===== src/rtl/kontroler_przerwan_if.sv =====
// ============================================================================
//  Module      : kontroler_przerwan_if
//  Description : CPU/peripheral-side bus of the priority interrupt controller.
//  Revision    : 1.0 - initial release
// ============================================================================
`default_nettype none

interface kontroler_przerwan_if #(
    parameter int LICZBA_ZRODEL = 8
);
    logic [7:0]               wartosc;
    logic                     zapisz_ctr;
    logic                     zapisz_maska;
    logic                     zapisz_clear;
    logic [LICZBA_ZRODEL-1:0] irq_in;
    logic                     int_req;
    logic [7:0]               int_adres;
    logic                     int_ack;
    logic                     int_koniec;
    logic [LICZBA_ZRODEL-1:0] oczekujace;
    logic                     w_obsludze;

    modport master (
        output wartosc, zapisz_ctr, zapisz_maska, zapisz_clear, irq_in,
        output int_ack, int_koniec,
        input  int_req, int_adres, oczekujace, w_obsludze
    );

    modport slave (
        input  wartosc, zapisz_ctr, zapisz_maska, zapisz_clear, irq_in,
        input  int_ack, int_koniec,
        output int_req, int_adres, oczekujace, w_obsludze
    );
endinterface

`default_nettype wire


===== src/rtl/kontroler_przerwan.sv =====
// ============================================================================
//  Module      : kontroler_przerwan
//  Description : Fixed-priority (lowest index first) interrupt controller with
//                pending/mask/enable registers and ack/RETI handshake.
//  Revision    : 1.0 - initial release
// ============================================================================
`default_nettype none

module kontroler_przerwan #(
    parameter int         LICZBA_ZRODEL = 8,
    parameter logic [7:0] WEKTOR_BAZA   = 8'h04
) (
    input  wire logic          clk,
    input  wire logic          rst,
    kontroler_przerwan_if.slave bus
);

    localparam int c_SZER_IDX = 3;

    typedef enum logic [1:0] {
        BEZCZYNNY = 2'd0,
        ZADANIE   = 2'd1,
        OBSLUGA   = 2'd2
    } stan_t;

    stan_t                    r_stan;
    stan_t                    w_stan_nast;
    logic [LICZBA_ZRODEL-1:0] r_maska;
    logic                     r_wlacz;
    logic [LICZBA_ZRODEL-1:0] r_oczekujace;
    logic [c_SZER_IDX-1:0]    r_indeks;
    logic [7:0]               r_adres;
    logic                     r_int_req;
    logic                     r_w_obsludze;

    logic [LICZBA_ZRODEL-1:0] w_uprawnione;
    logic [LICZBA_ZRODEL-1:0] w_kasuj;
    logic [LICZBA_ZRODEL-1:0] w_oczekujace_nast;
    logic [c_SZER_IDX-1:0]    w_wygrany;
    logic                     w_zatrzask;
    logic                     w_ack_ok;
    logic                     w_clear_wygrywa;

    assign w_uprawnione    = r_oczekujace & r_maska & {LICZBA_ZRODEL{r_wlacz}};
    assign w_clear_wygrywa = bus.zapisz_clear & ~bus.zapisz_ctr & ~bus.zapisz_maska;

    // Scan downwards so the lowest eligible index is the last to assign.
    always_comb begin
        w_wygrany = '0;
        for (int i = LICZBA_ZRODEL - 1; i >= 0; i--) begin
            if (w_uprawnione[i]) begin
                w_wygrany = c_SZER_IDX'(i);
            end
        end
    end

    always_comb begin
        w_stan_nast = r_stan;
        w_zatrzask  = 1'b0;
        w_ack_ok    = 1'b0;
        case (r_stan)
            BEZCZYNNY: begin
                if (|w_uprawnione) begin
                    w_stan_nast = ZADANIE;
                    w_zatrzask  = 1'b1;
                end
            end
            ZADANIE: begin
                if (bus.int_ack) begin
                    w_stan_nast = OBSLUGA;
                    w_ack_ok    = 1'b1;
                end else if (!w_uprawnione[r_indeks]) begin
                    w_stan_nast = BEZCZYNNY;
                end
            end
            OBSLUGA: begin
                if (bus.int_koniec) begin
                    w_stan_nast = BEZCZYNNY;
                end
            end
            default: w_stan_nast = BEZCZYNNY;
        endcase
    end

    // A new event in the same cycle as its clear keeps the bit set.
    always_comb begin
        w_kasuj = '0;
        if (w_ack_ok) begin
            w_kasuj[r_indeks] = 1'b1;
        end
        if (w_clear_wygrywa) begin
            w_kasuj = w_kasuj | bus.wartosc[LICZBA_ZRODEL-1:0];
        end
        w_oczekujace_nast = (r_oczekujace & ~w_kasuj) | bus.irq_in;
    end

    always_ff @(posedge clk) begin
        if (rst) begin
            r_stan       <= BEZCZYNNY;
            r_maska      <= '0;
            r_wlacz      <= 1'b0;
            r_oczekujace <= '0;
            r_indeks     <= '0;
            r_adres      <= '0;
            r_int_req    <= 1'b0;
            r_w_obsludze <= 1'b0;
        end else begin
            r_stan       <= w_stan_nast;
            r_oczekujace <= w_oczekujace_nast;
            if (bus.zapisz_ctr) begin
                r_wlacz <= bus.wartosc[7];
            end else if (bus.zapisz_maska) begin
                r_maska <= bus.wartosc[LICZBA_ZRODEL-1:0];
            end
            if (w_zatrzask) begin
                r_indeks <= w_wygrany;
                r_adres  <= WEKTOR_BAZA + {3'b000, w_wygrany, 2'b00};
            end
            r_int_req    <= (w_stan_nast == ZADANIE);
            r_w_obsludze <= (w_stan_nast == OBSLUGA);
        end
    end

    assign bus.int_req    = r_int_req;
    assign bus.int_adres  = r_adres;
    assign bus.oczekujace = r_oczekujace;
    assign bus.w_obsludze = r_w_obsludze;

endmodule

`default_nettype wire


===== src/flat_wrapper.sv =====
// flat-port wrapper written by rule: the top's interface ports become plain ports
module kontroler_przerwan_flat 
#(
    parameter int         LICZBA_ZRODEL = 8,
    parameter logic [7:0] WEKTOR_BAZA   = 8'h04
)
  (clk, rst, bus_wartosc, bus_zapisz_ctr, bus_zapisz_maska, bus_zapisz_clear, bus_irq_in, bus_int_ack, bus_int_koniec, bus_int_req, bus_int_adres, bus_oczekujace, bus_w_obsludze);
  kontroler_przerwan_if #(.LICZBA_ZRODEL(LICZBA_ZRODEL)) bus_i ();
  input  wire logic clk;
  input  wire logic rst;
  input wire logic [$bits(bus_i.wartosc)-1:0] bus_wartosc;
  input wire logic [$bits(bus_i.zapisz_ctr)-1:0] bus_zapisz_ctr;
  input wire logic [$bits(bus_i.zapisz_maska)-1:0] bus_zapisz_maska;
  input wire logic [$bits(bus_i.zapisz_clear)-1:0] bus_zapisz_clear;
  input wire logic [$bits(bus_i.irq_in)-1:0] bus_irq_in;
  input wire logic [$bits(bus_i.int_ack)-1:0] bus_int_ack;
  input wire logic [$bits(bus_i.int_koniec)-1:0] bus_int_koniec;
  output wire logic [$bits(bus_i.int_req)-1:0] bus_int_req;
  output wire logic [$bits(bus_i.int_adres)-1:0] bus_int_adres;
  output wire logic [$bits(bus_i.oczekujace)-1:0] bus_oczekujace;
  output wire logic [$bits(bus_i.w_obsludze)-1:0] bus_w_obsludze;
  assign bus_i.wartosc = bus_wartosc;
  assign bus_i.zapisz_ctr = bus_zapisz_ctr;
  assign bus_i.zapisz_maska = bus_zapisz_maska;
  assign bus_i.zapisz_clear = bus_zapisz_clear;
  assign bus_i.irq_in = bus_irq_in;
  assign bus_i.int_ack = bus_int_ack;
  assign bus_i.int_koniec = bus_int_koniec;
  assign bus_int_req = bus_i.int_req;
  assign bus_int_adres = bus_i.int_adres;
  assign bus_oczekujace = bus_i.oczekujace;
  assign bus_w_obsludze = bus_i.w_obsludze;
  kontroler_przerwan #(.LICZBA_ZRODEL(LICZBA_ZRODEL), .WEKTOR_BAZA(WEKTOR_BAZA)) u_core (.clk(clk), .rst(rst), .bus(bus_i));
endmodule

===== config.mk =====
export PLATFORM = sky130hd
export DESIGN_NAME = kontroler_przerwan_flat
export DESIGN_NICKNAME = d
export VERILOG_FILES = /design/src/rtl/kontroler_przerwan_if.sv /design/src/rtl/kontroler_przerwan.sv /design/src/flat_wrapper.sv
export SDC_FILE = /design/constraint.sdc
export NUM_CORES = 1
export LEC_CHECK = 0
export ABC_AREA = 0
export CAP_MARGIN = 0
export CORE_ASPECT_RATIO = 0.8
export CORE_MARGIN = 4
export CORE_UTILIZATION = 48
export CTS_BUF_LIST = sky130_fd_sc_hd__clkbuf_2
export CTS_CLUSTER_DIAMETER = 60
export DETAILED_ROUTE_END_ITERATION = 12
export GPL_ROUTABILITY_DRIVEN = 1
export PLACE_DENSITY_LB_ADDON = 0.2
export SLEW_MARGIN = 10
export SYNTH_ARGS = -nofsm -noshare
export SYNTH_HDL_FRONTEND = slang
export SYNTH_SLANG_ARGS = --single-unit

===== constraint.sdc =====
create_clock -name clk -period 2.2 [get_ports clk]
set_input_delay 0.33 -clock clk [delete_from_list [all_inputs] [get_ports clk]]
set_output_delay 0.33 -clock clk [all_outputs]
set_load 0.02 [all_outputs]

# --- After elaboration in Yosys (flattened, before gate mapping) ---
# Index checks and enable logic that the tools add are counted.
classes:
  n_mux: 23
  order_cmp: 2
  addsub: 1
  n_eq_ne: 4
  n_reduce_logical: 4
  bitwise: 10
ops:
  columns: ["op", "n"]
  rows:
  - ["$and 8x8->8", 3]
  - ["$mux 3", 8]
  - ["$mux 8", 2]
  - ["$or 8x8->8", 2]
  - ["$mux 2", 4]
  - ["$not 8->8", 1]
  - ["$reduce_or 8->1", 1]
  - ["$add 3x5->6 const A", 1]
  - ["$mux 1", 6]
  - ["$pmux 2 s3", 1]
  - ["$eq 2x1->1 const B", 2]
  - ["$eq 2x2->1 const B", 2]
  - ["$lt 3x4->1 const B", 1]
  - ["$bmux 1 s3", 1]
  - ["$demux 1 s3", 1]
  - ["$ge 3x1->1 const B", 1]
  - ["$and 1x1->1", 2]
  - ["$logic_not 2->1", 1]
  - ["$not 1->1", 2]
  - ["$reduce_and 2->1", 1]
  - ["$logic_and 1x1->1", 1]
word_totals:
  ff_bits: 32

# --- Logic depth before layout (Yosys ltp) ---
# Gate-level depths: netlist of the first run.
logic_depth:
  depth_word: 11
  ltp_mapped: 7
  ltp_nobuf: 7

# --- Worst setup path after synthesis of the first run ---
# No wires, ideal clock.
synth_path:
  path_type: "reg2reg"
  startpoint: "register u_core.r_oczekujace[7], in the netlist u_core.bus.oczekujace[7]"
  endpoint: "register u_core.r_adres[4], in the netlist u_core.bus.int_adres[4]"
  t_arrival_ns: 1.565
  setup_ns: 0.129
  path_buffers: 0
  synth_period_minus_slack_ns: 1.694
  setup_slack_ns: 0.506
  path_stages_with_launch: 7
  cell_sequence: "dfxtp_1 > nand4_1 > a311oi_1 > ha_1 > o21ai_0 > a22oi_1 > nor2_1"
synth_via:
  elab_chain_cells: 11
  elab_cells_between_ends: 14
  classes_between: "1 x add/sub; 10 x mux; 2 x bitwise; 1 x reduce/logical"
synth_rtl:
  columns: ["item", "line", "text"]
  rows:
  - ["start: declaration", "kontroler_przerwan.sv:30", "logic [LICZBA_ZRODEL-1:0] r_oczekujace;"]
  - ["start signal: assignment", "kontroler_przerwan.sv:109", "r_oczekujace <= w_oczekujace_nast;"]
  - ["$and 8x8->8 (2 in series)", "kontroler_przerwan.sv:44", "assign w_uprawnione = r_oczekujace & r_maska & {LICZBA_ZRODEL{r_wlacz}};"]
  - ["$mux 3 (8 in series)", "kontroler_przerwan.sv:51", "if (w_uprawnione[i]) begin"]
  - ["via u_core.w_wygrany[0]", "kontroler_przerwan.sv:39", "logic [c_SZER_IDX-1:0] w_wygrany;"]
  - ["$add 3x5->6", "kontroler_przerwan.sv:117", "r_adres <= WEKTOR_BAZA + {3'b000, w_wygrany, 2'b00};"]
  - ["end signal: assignment", "kontroler_przerwan.sv:117", null]
  - ["end: declaration", "kontroler_przerwan.sv:32", "logic [7:0] r_adres;"]
# The timed path passes the listed nets, and every way through them passes these cells.
# A chain may end at the register's enable or synchronous reset.

# --- Final worst setup path of the first run ---
layout_path:
  startpoint: "register u_core.r_oczekujace[1], in the netlist u_core.bus.oczekujace[1]"
  endpoint: "output port bus_oczekujace[1]"
layout_lines:
  columns: ["item", "line", "text"]
  rows:
  - ["end: declaration", "flat_wrapper.sv:20", "output wire logic [$bits(bus_i.oczekujace)-1:0] bus_oczekujace;"]
# No word-level cell between the ends.

==> results of run 1 <==
-- state kept, by name, summed over array words and instances (netlist names) --
register	cells
u_core.r_indeks	3
u_core.r_stan	2
u_core.bus.int_adres	4
u_core.r_maska	8
u_core.bus.int_req	1
u_core.bus.oczekujace	8
u_core.bus.w_obsludze	1
u_core.r_wlacz	1
-- per-layer routing --
metal  track usage [%]  wire [um]
met1              24.5       1550
met2              29.5       1560
met3              6.06        317
met4              2.83         40
met5                 0          0
-- metrics by stage --
| stage | hold WS, ps | power, W | instances |
|---|---|---|---|
| 5_1_grt | 519 | 0.000961 | 235 |
| 3_3_place_gp | 479 | 0.000733 | 231 |
| 3_5_place_dp | 494 | 0.000738 | 231 |
| 6_report | 535 | 0.000919 | 235 |
| 2_1_floorplan | 448 | 0.000658 | 165 |
| 4_1_cts | 533 | 0.000922 | 235 |
-- worst min-delay path by stage --
stage | endpoint | slack [ps] | from | cells after the start
after floorplan | u_core.bus.oczekujace[0] | 450 | bus_irq_in[0] | 2
after global routing | u_core.bus.oczekujace[1] | 520 | bus_irq_in[1] | 3
after CTS | u_core.bus.oczekujace[7] | 530 | bus_irq_in[7] | 3
final | u_core.bus.oczekujace[1] | 530 | bus_irq_in[1] | 3
after global placement | u_core.r_maska[0] | 480 | u_core.r_maska[0] | 2
after detailed placement | u_core.r_maska[0] | 490 | u_core.r_maska[0] | 2
-- Yosys cell counts, types with 2 or more instances --
master | number | area, sq um
inv_1 | 4 | 15.0
o32ai_1 | 2 | 17.5
mux2i_1 | 12 | 120
o21ai_0 | 3 | 15.0
a22oi_2 | 2 | 25.0
nand2_1 | 18 | 67.6
clkbuf_1 | 4 | 15.0
buf_4 | 4 | 30.0
nand4_1 | 4 | 25.0
a21oi_1 | 6 | 30.0
nor2b_1 | 2 | 12.5
a211oi_1 | 2 | 15.0
a311oi_1 | 2 | 17.5
nand3_1 | 11 | 55.1
a22oi_1 | 2 | 15.0
dfxtp_1 | 28 | 561
nor2_1 | 25 | 93.8
nand3_2 | 2 | 20.0
a31oi_1 | 8 | 50.1
-- power breakdown --
part / switching [W] / internal, W / total (W)
Clock: 0.000149 / 0.0000395 / 0.000188
Combinational: 0.0000807 / 0.0000899 / 0.000171
Sequential: 0.0000293 / 0.000531 / 0.000560
Total: 0.000259 / 0.000660 / 0.000919
-- kinds of logic (layout without fill, tap and decap cells) --
group | Yosys count | count (layout)
other | 1 | 4
DFF | 28 | 28
adders and majority gates | 1 | 1
muxes | 13 | 13
AOI/OAI and AO/OA | 32 | 32
buffers and inverters | 15 | 47
and+or+nand+nor | 72 | 72
-- cell type report --
class	instances	area [sq um]
Inverter	4	15.0
Timing Repair Buffer	39	383
Sequential cell	28	561
Clock buffer	3	15.0
Multi-Input combinational cell	122	761
Tap cell	38	47.5
Clock inverter	1	3.75
Fill cell	262	980
==> results.ini, run 1 <==
[grt]
grt_pass1_wl_mm = 5.58
overflow = 0
antenna_found_initial = 0
grt_max_degree = 29
first_global_vias = 1253
gr-usage-all-layers_pct = 18.5

[worst_setup_path]
arrival_ps = 1510
crit_path_max_fanout = 6
crit_start = u_core.bus.oczekujace[1]
rrSetupSlack_ps = 400
crit_buf_inv = 1
endpoint = bus_oczekujace[1]
worstPathRequired_ps = 1870
slowest_stage = clkdlybuf4s50_1
crit_path_start_kind = flop
crit_path_end_kind = primary output
crit_cells = 1
worstSetupPathType = flop to primary output
r2r_cells = 7
slowest_delay_ps = 650
cpLargestDelayFamily = buffers and inverters
r2r-end = u_core.bus.int_adres[4]
reg2reg_from = u_core.bus.oczekujace[5]
cp_cell_sequence = clkdlybuf4s50_1

[route]
drt_wl_total_mm = 3.47
drt_first_iter_violations = 81
via_per_inst = 5.59
drcViolationCount = 0
ant_nets = 0
first_pass_iters = 4
vias = 1313
detail_route.wl_per_cell_um = 14.8

[floorplanning]
dieHeight_um = 56.1
dieArea_sq_mm = 0.00383
start_util_pct = 50.3
die_x_um = 68.2
ioPinCount = 41
core_area_sq_mm = 0.00277
rows = 17

[clock_tree]
cts-root-buf = clkbuf_2
clk_pin_slew_ps = 250
hold_buffers = 0
clock_latency_ps = 360
cts.sinks = 28
cts_resized = 0
cts_max_path_buffers = 2
postCtsSetupRepairBufs = 0
cts_buffers = 3
cts_tree = done
h-tree-depth = 1

[final_layout]
syn2layout_area_growth_pct = 28.4
drive_gt1_share_pct = 8.63
fin_util_pct = 64.6
layout.nets = 222
final_common_cell = clkdlybuf4s50_1
final_area_sq_mm = 0.00179
layout_common_cells = 36 x clkdlybuf4s50_1, 28 x dfxtp_1, 25 x nor2_1
diodes = 0

[pwr]
power_density_mw_per_mm2 = 515
max-vdd-ir-drop_v = 0.000372
p_leak_nw = 0.661

[timing]
finalHoldViolations = 0
layout_min_cycle_time_ps = 1840
max_freq_mhz = 543
maxSlewHeadroom_pct = 65.4
final.setup_skew_ps = 9.37
setup-tns-final_ps = 0
setup_violations = 0
slew_violations = 0
fin_ws_ps = 358
fin_crit_sh_pct = 83.7
tightest_slew_ps = 517
rsz0062_at_grt = false

[synthesis]
synthDistinctLibCells = 40
ys.flop_type = dfxtp_1
syn_area_sq_mm = 0.00139
yosys_warnings = 0
synthMuxAreaShare_pct = 9.72
synthAdderAreaFrac_pct = 0.900
synth-compound-area-share_pct = 17.1
async_flop_share_pct = 0
synth.avg_cell_area_sq_um = 8.58
synth_edf_count = 0
ys_seq_area_share_pct = 40.3
ys_ff_latch = 28
synthSimpleGateAreaFrac_pct = 25.9
synthesis.instances = 162
synth_top_family_by_area = simple AND/OR/NAND/NOR gates
yosys.area_share.xor_xnor_pct = 0

[status]
status = completed

[placed_design]
io_buffers = 36
placed_cell_area_sq_mm = 0.00177
pre_cts_slack_ps = 399
place_hpwl_mm = 2.65
place_congestion = 0.915

[worst_hold_path]
hp-class = primary input to flop

[job]
maxCapViolations = 0

Power figures use the tool's default switching activity.
==> inputs of run 2 (changes only) <==
==> constraint.sdc (replaced) <==
create_clock -name clk -period 1.82 [get_ports clk]
set_input_delay 0.273 -clock clk [delete_from_list [all_inputs] [get_ports clk]]
set_output_delay 0.273 -clock clk [all_outputs]
set_load 0.02 [all_outputs]
==> run 2 against run 1 <==
Sequential power grew 21%. Register-to-register slack worse by 330 ps. Design area increased by 2.1%. Clock power up 23%. Largest cell class unchanged. Largest power group unchanged.
==> results.ini, run 2 (synthesis results as in run 1) <==
[pwr]
max-vdd-ir-drop_v = 0.000427
power_frac_comb_pct = 19.0
power_density_mw_per_mm2 = 617
power.share.sequential_pct = 60.4
power.net_switching_w = 0.000321
clkPwrFrac_pct = 20.6
p_leak_nw = 0.690
power.internal_w = 0.000804
swShare_pct = 28.5

[grt]
antenna_found_initial = 0
gr-usage-all-layers_pct = 19.1
overflow = 0
grt_pass1_wl_mm = 5.74
first_global_vias = 1282
grt_max_degree = 29

[route]
first_pass_iters = 5
detail_route.wl_per_cell_um = 15.2
drcViolationCount = 0
drt_wl_total_mm = 3.61
ant_nets = 0
vias = 1361
via_per_inst = 5.72
drt_first_iter_violations = 111

[worst_hold_path]
hp-class = primary input to flop
min_from = bus_irq_in[7]
min_to = u_core.bus.oczekujace[7]
worstHoldPathCells = 3

[clock_tree]
clk_pin_slew_ps = 260
cts_resized = 0
postCtsSetupRepairBufs = 0
h-tree-depth = 1
cts.sinks = 28
cts-root-buf = clkbuf_2
hold_buffers = 0
cts_buffers = 3
cts_max_path_buffers = 2
clock_latency_ps = 370
cts_tree = done

[final_layout]
layout.nets = 225
layout_common_cells = 35 x clkdlybuf4s50_1, 25 x nor2_1, 22 x dfxtp_1
fin_util_pct = 65.9
drive_gt1_share_pct = 13.5
diodes = 0
final_common_cell = clkdlybuf4s50_1
syn2layout_area_growth_pct = 31.1

[timing]
max_freq_mhz = 573
layout_min_cycle_time_ps = 1750
finalHoldViolations = 0
setup_violations = 0
fin_ws_ps = 74.4
fin_crit_sh_pct = 95.9
slew_violations = 0
final.setup_skew_ps = 3.84

[worst_setup_path]
rrSetupSlack_ps = 70
worstPathRequired_ps = 2150
slowest_delay_ps = 430
r2r_cells = 7
crit_path_max_fanout = 5
worstSetupPathType = flop to flop
reg2reg_from = u_core.bus.oczekujace[6]
cp_cell_sequence = a22o_1, a222oi_1, a211oi_2, ha_1, o21ai_1, a22oi_1, nor2_1
arrival_ps = 2080
cpLargestDelayFamily = compound AO/OA/AOI/OAI gates
crit_buf_inv = 0
slowest_stage = a222oi_1
r2r-end = u_core.bus.int_adres[4]
crit_path_start_kind = flop
crit_path_end_kind = flop

[placed_design]
pre_cts_slack_ps = 111
place_hpwl_mm = 2.72
place_congestion = 1.03
io_buffers = 36

[floorplanning]
dieArea_sq_mm = 0.00383
dieHeight_um = 56.1
rows = 17
core_area_sq_mm = 0.00277
start_util_pct = 50.3
die_x_um = 68.2
ioPinCount = 41

[job]
maxCapViolations = 0

[status]
status = completed

-- run 2: cell count changes in the layout (fill, tap and decap cells not counted) --
cell,change
a211oi_1,-1
a211oi_2,+1
buf_4,+3
clkdlybuf4s50_1,-1
dfxtp_1,-6
dfxtp_2,+6
dlymetal6s2s_1,+1
o21ai_0,-1
o21ai_1,+1
-- run 2: worst max path at each step --
stage                                         from  slack [ps]  depth (start not counted)                  endpoint
after floorplan           u_core.bus.oczekujace[7]         130                          6   u_core.bus.int_adres[4]
after global placement                 bus_int_ack         190                          6  u_core.bus.oczekujace[4]
after detailed placement  u_core.bus.oczekujace[6]         110                          7   u_core.bus.int_adres[4]
after CTS                 u_core.bus.oczekujace[1]           7                          1         bus_oczekujace[1]
after global routing      u_core.bus.oczekujace[6]         -50                          7   u_core.bus.int_adres[4]
final                     u_core.bus.oczekujace[6]          70                          7   u_core.bus.int_adres[4]
-- run 2: power groups by stage --
stage	clock network (W)	registers, W	logic [W]
after floorplan	0	0.000695	0.000101
after global placement	0	0.000685	0.000207
after detailed placement	0	0.000687	0.000211
after CTS	0.000231	0.000675	0.000213
after global routing	0.000251	0.000684	0.000231
final	0.000232	0.000679	0.000213
-- run 2: worst min-delay path, cell delays in order --
cell and delay (ps):
clkdlybuf4s50_1 460, a31oi_1 40, nor2_1 70
-- run 2: cell type report --
type	instances	area (sq um)
tap	38	47.5
timing repair buffer	42	408
clock buffer	3	15.0
fill	238	942
inverter	4	15.0
multi-input combinational	122	766
sequential	28	568
clock inverter	1	3.75
-- run 2: per-layer routing --
| metal | share of wire (%) | GRT usage, % | wire length (um) | vias up |
|---|---|---|---|---|
| li1 | - | - | - | 652 |
| met1 | 43 | 24.6 | 1540 | 617 |
| met2 | 47 | 31.7 | 1680 | 78 |
| met3 | 9.1 | 5.66 | 329 | 14 |
| met4 | 1.4 | 2.83 | 51 | 0 |
| met5 | 0 | 0 | 0 | - |
-- run 2: per-stage QoR --
stage	cell area, sq um	power, W	hold slack (ps)	instances	TNS (ps)
3_5_place_dp	1790	0.000898	485	234	0
3_3_place_gp	1790	0.000892	476	234	0
5_1_grt	1820	0.00117	482	238	-46.9
2_1_floorplan	1400	0.000795	391	165	0
4_1_cts	1810	0.00112	486	238	0
6_report	1820	0.00112	479	238	0
==> inputs of run 3 (changes only) <==
--- a/config.mk
+++ b/config.mk
@@ -7,7 +7,7 @@
 export LEC_CHECK = 0
 export ABC_AREA = 0
 export CAP_MARGIN = 0
-export CORE_ASPECT_RATIO = 0.8
+export CORE_ASPECT_RATIO = 1.75
 export CORE_MARGIN = 4
 export CORE_UTILIZATION = 48
 export CTS_BUF_LIST = sky130_fd_sc_hd__clkbuf_2
==> run 3 against run 2 <==
Non-clock buffer count unchanged. Die area increased by 0.75%. Via count increased by 0.73%. Sequential share of layout area increased by 0.32 points. Utilization decreased by 0.38 points. Sequential cell count unchanged. Register-to-register slack about the same. Worst setup slack improved by 8.7 ps. Sequential power about the same. Critical path type unchanged.
==> results.ini, run 3 (synthesis results as in run 1) <==
[status]
status = completed

[timing]
rsz0062_at_grt = false
setup_violations = 0
final.setup_skew_ps = 20.0
finalHoldViolations = 0
fin_ws_ps = 83.2
max_freq_mhz = 576
fin_crit_sh_pct = 95.4
layout_min_cycle_time_ps = 1740
slew_violations = 0
holdWs_ps = 475
setup-tns-final_ps = 0

[grt]
overflow = 0
grt_max_degree = 29
first_global_vias = 1335
gr-usage-all-layers_pct = 19.0
antenna_found_initial = 0
grt_pass1_wl_mm = 6.03

[pwr]
clkPwrFrac_pct = 21.1
power.share.sequential_pct = 60.0
max-vdd-ir-drop_v = 0.000383
power_density_mw_per_mm2 = 627
swShare_pct = 28.9
power.internal_w = 0.000804
p_leak_nw = 0.689
power.net_switching_w = 0.000327
power_frac_comb_pct = 18.9

[route]
drt_first_iter_violations = 53
detail_route.wl_per_cell_um = 16.4
via_per_inst = 6.04
first_pass_iters = 5
drcViolationCount = 0
vias = 1371
drt_wl_total_mm = 3.71
ant_nets = 0

[floorplanning]
rows = 25
start_util_pct = 50.5
dieHeight_um = 79.2
dieArea_sq_mm = 0.00385
core_area_sq_mm = 0.00275
die_x_um = 48.7
ioPinCount = 41

[final_layout]
multiInputGateArea_sq_um = 761
layout.nets = 225
diodes = 0
layout_common_cells = 35 x clkdlybuf4s50_1, 25 x nor2_1, 22 x dfxtp_1
drive_gt1_share_pct = 13.0
num-fill-cells = 248
final_area_sq_mm = 0.00180
syn2layout_area_growth_pct = 29.8
final_common_cell = clkdlybuf4s50_1
regArea_sq_um = 568

[placed_design]
place_congestion = 0.885
place_hpwl_mm = 2.89
pre_cts_slack_ps = 123
placed_cell_area_sq_mm = 0.00178
io_buffers = 36

[worst_setup_path]
worstSetupPathType = flop to flop
crit_path_start_kind = flop
worstPathRequired_ps = 2170
crit_path_end_kind = flop
r2r_cells = 7
crit_path_max_fanout = 5
arrival_ps = 2090

[clock_tree]
postCtsSetupRepairBufs = 0
clock_latency_ps = 380
cts_max_path_buffers = 2
hold_buffers = 0
cts_buffers = 3
cts_tree = done
cts.sinks = 28
h-tree-depth = 1
clk_pin_slew_ps = 280
cts-root-buf = clkbuf_2
cts_resized = 0

[worst_hold_path]
hp-class = primary input to flop
worstHoldPathCells = 3

[job]
maxCapViolations = 0

## run 3: power groups by stage
stage	Sequential [W]	Clock [W]	Combinational [W]
2_1_floorplan	0.000695	0	0.000101
3_3_place_gp	0.000685	0	0.000208
3_5_place_dp	0.000687	0	0.000214
4_1_cts	0.000676	0.000235	0.000215
5_1_grt	0.000684	0.000265	0.000229
6_report	0.000679	0.000238	0.000214
## run 3: worst paths after layout
kind | from | to | slack [ps]
max | u_core.bus.oczekujace[6] | u_core.bus.int_adres[4] | 80
min | bus_irq_in[7] | u_core.bus.oczekujace[7] | 470
max reg2reg | u_core.bus.oczekujace[6] | u_core.bus.int_adres[4] | 80
min reg2reg | u_core.r_maska[0] | u_core.r_maska[0] | 540
## run 3: per-layer routing
metal,share of wire (%),track usage [%],vias to the layer above
met4,3.9,9.97,0
met1,36,20.5,640
met3,4.6,1.88,18
met2,55,35.3,64
met5,0,0,-
li1,-,-,649
## run 3: layout make-up
type / instances / area share [%]
tap: 27 / 1.87
multi-input combinational: 122 / 42.2
sequential: 28 / 31.5
clock buffer: 3 / 0.832
timing repair buffer: 42 / 22.6
inverter: 4 / 0.832
clock inverter: 1 / 0.208
## run 3: worst max-delay path: stages, from the launching register on
cell	delay [ps]
dfxtp_2	410
a22o_1	260
a222oi_1	370
a211oi_1	120
ha_1	210
o21ai_0	160
a22oi_1	110
nor2_1	80
## run 3: through the flow
stage / utilization, % / total power [W] / cells
finish: 65.5 / 0.00113 / 227
detailed placement: 64.5 / 0.000901 / 223
floorplan: - / 0.000795 / 165
CTS: 65.2 / 0.00113 / 227
global placement: 64.5 / 0.000893 / 223
global route: 65.5 / 0.00118 / 227
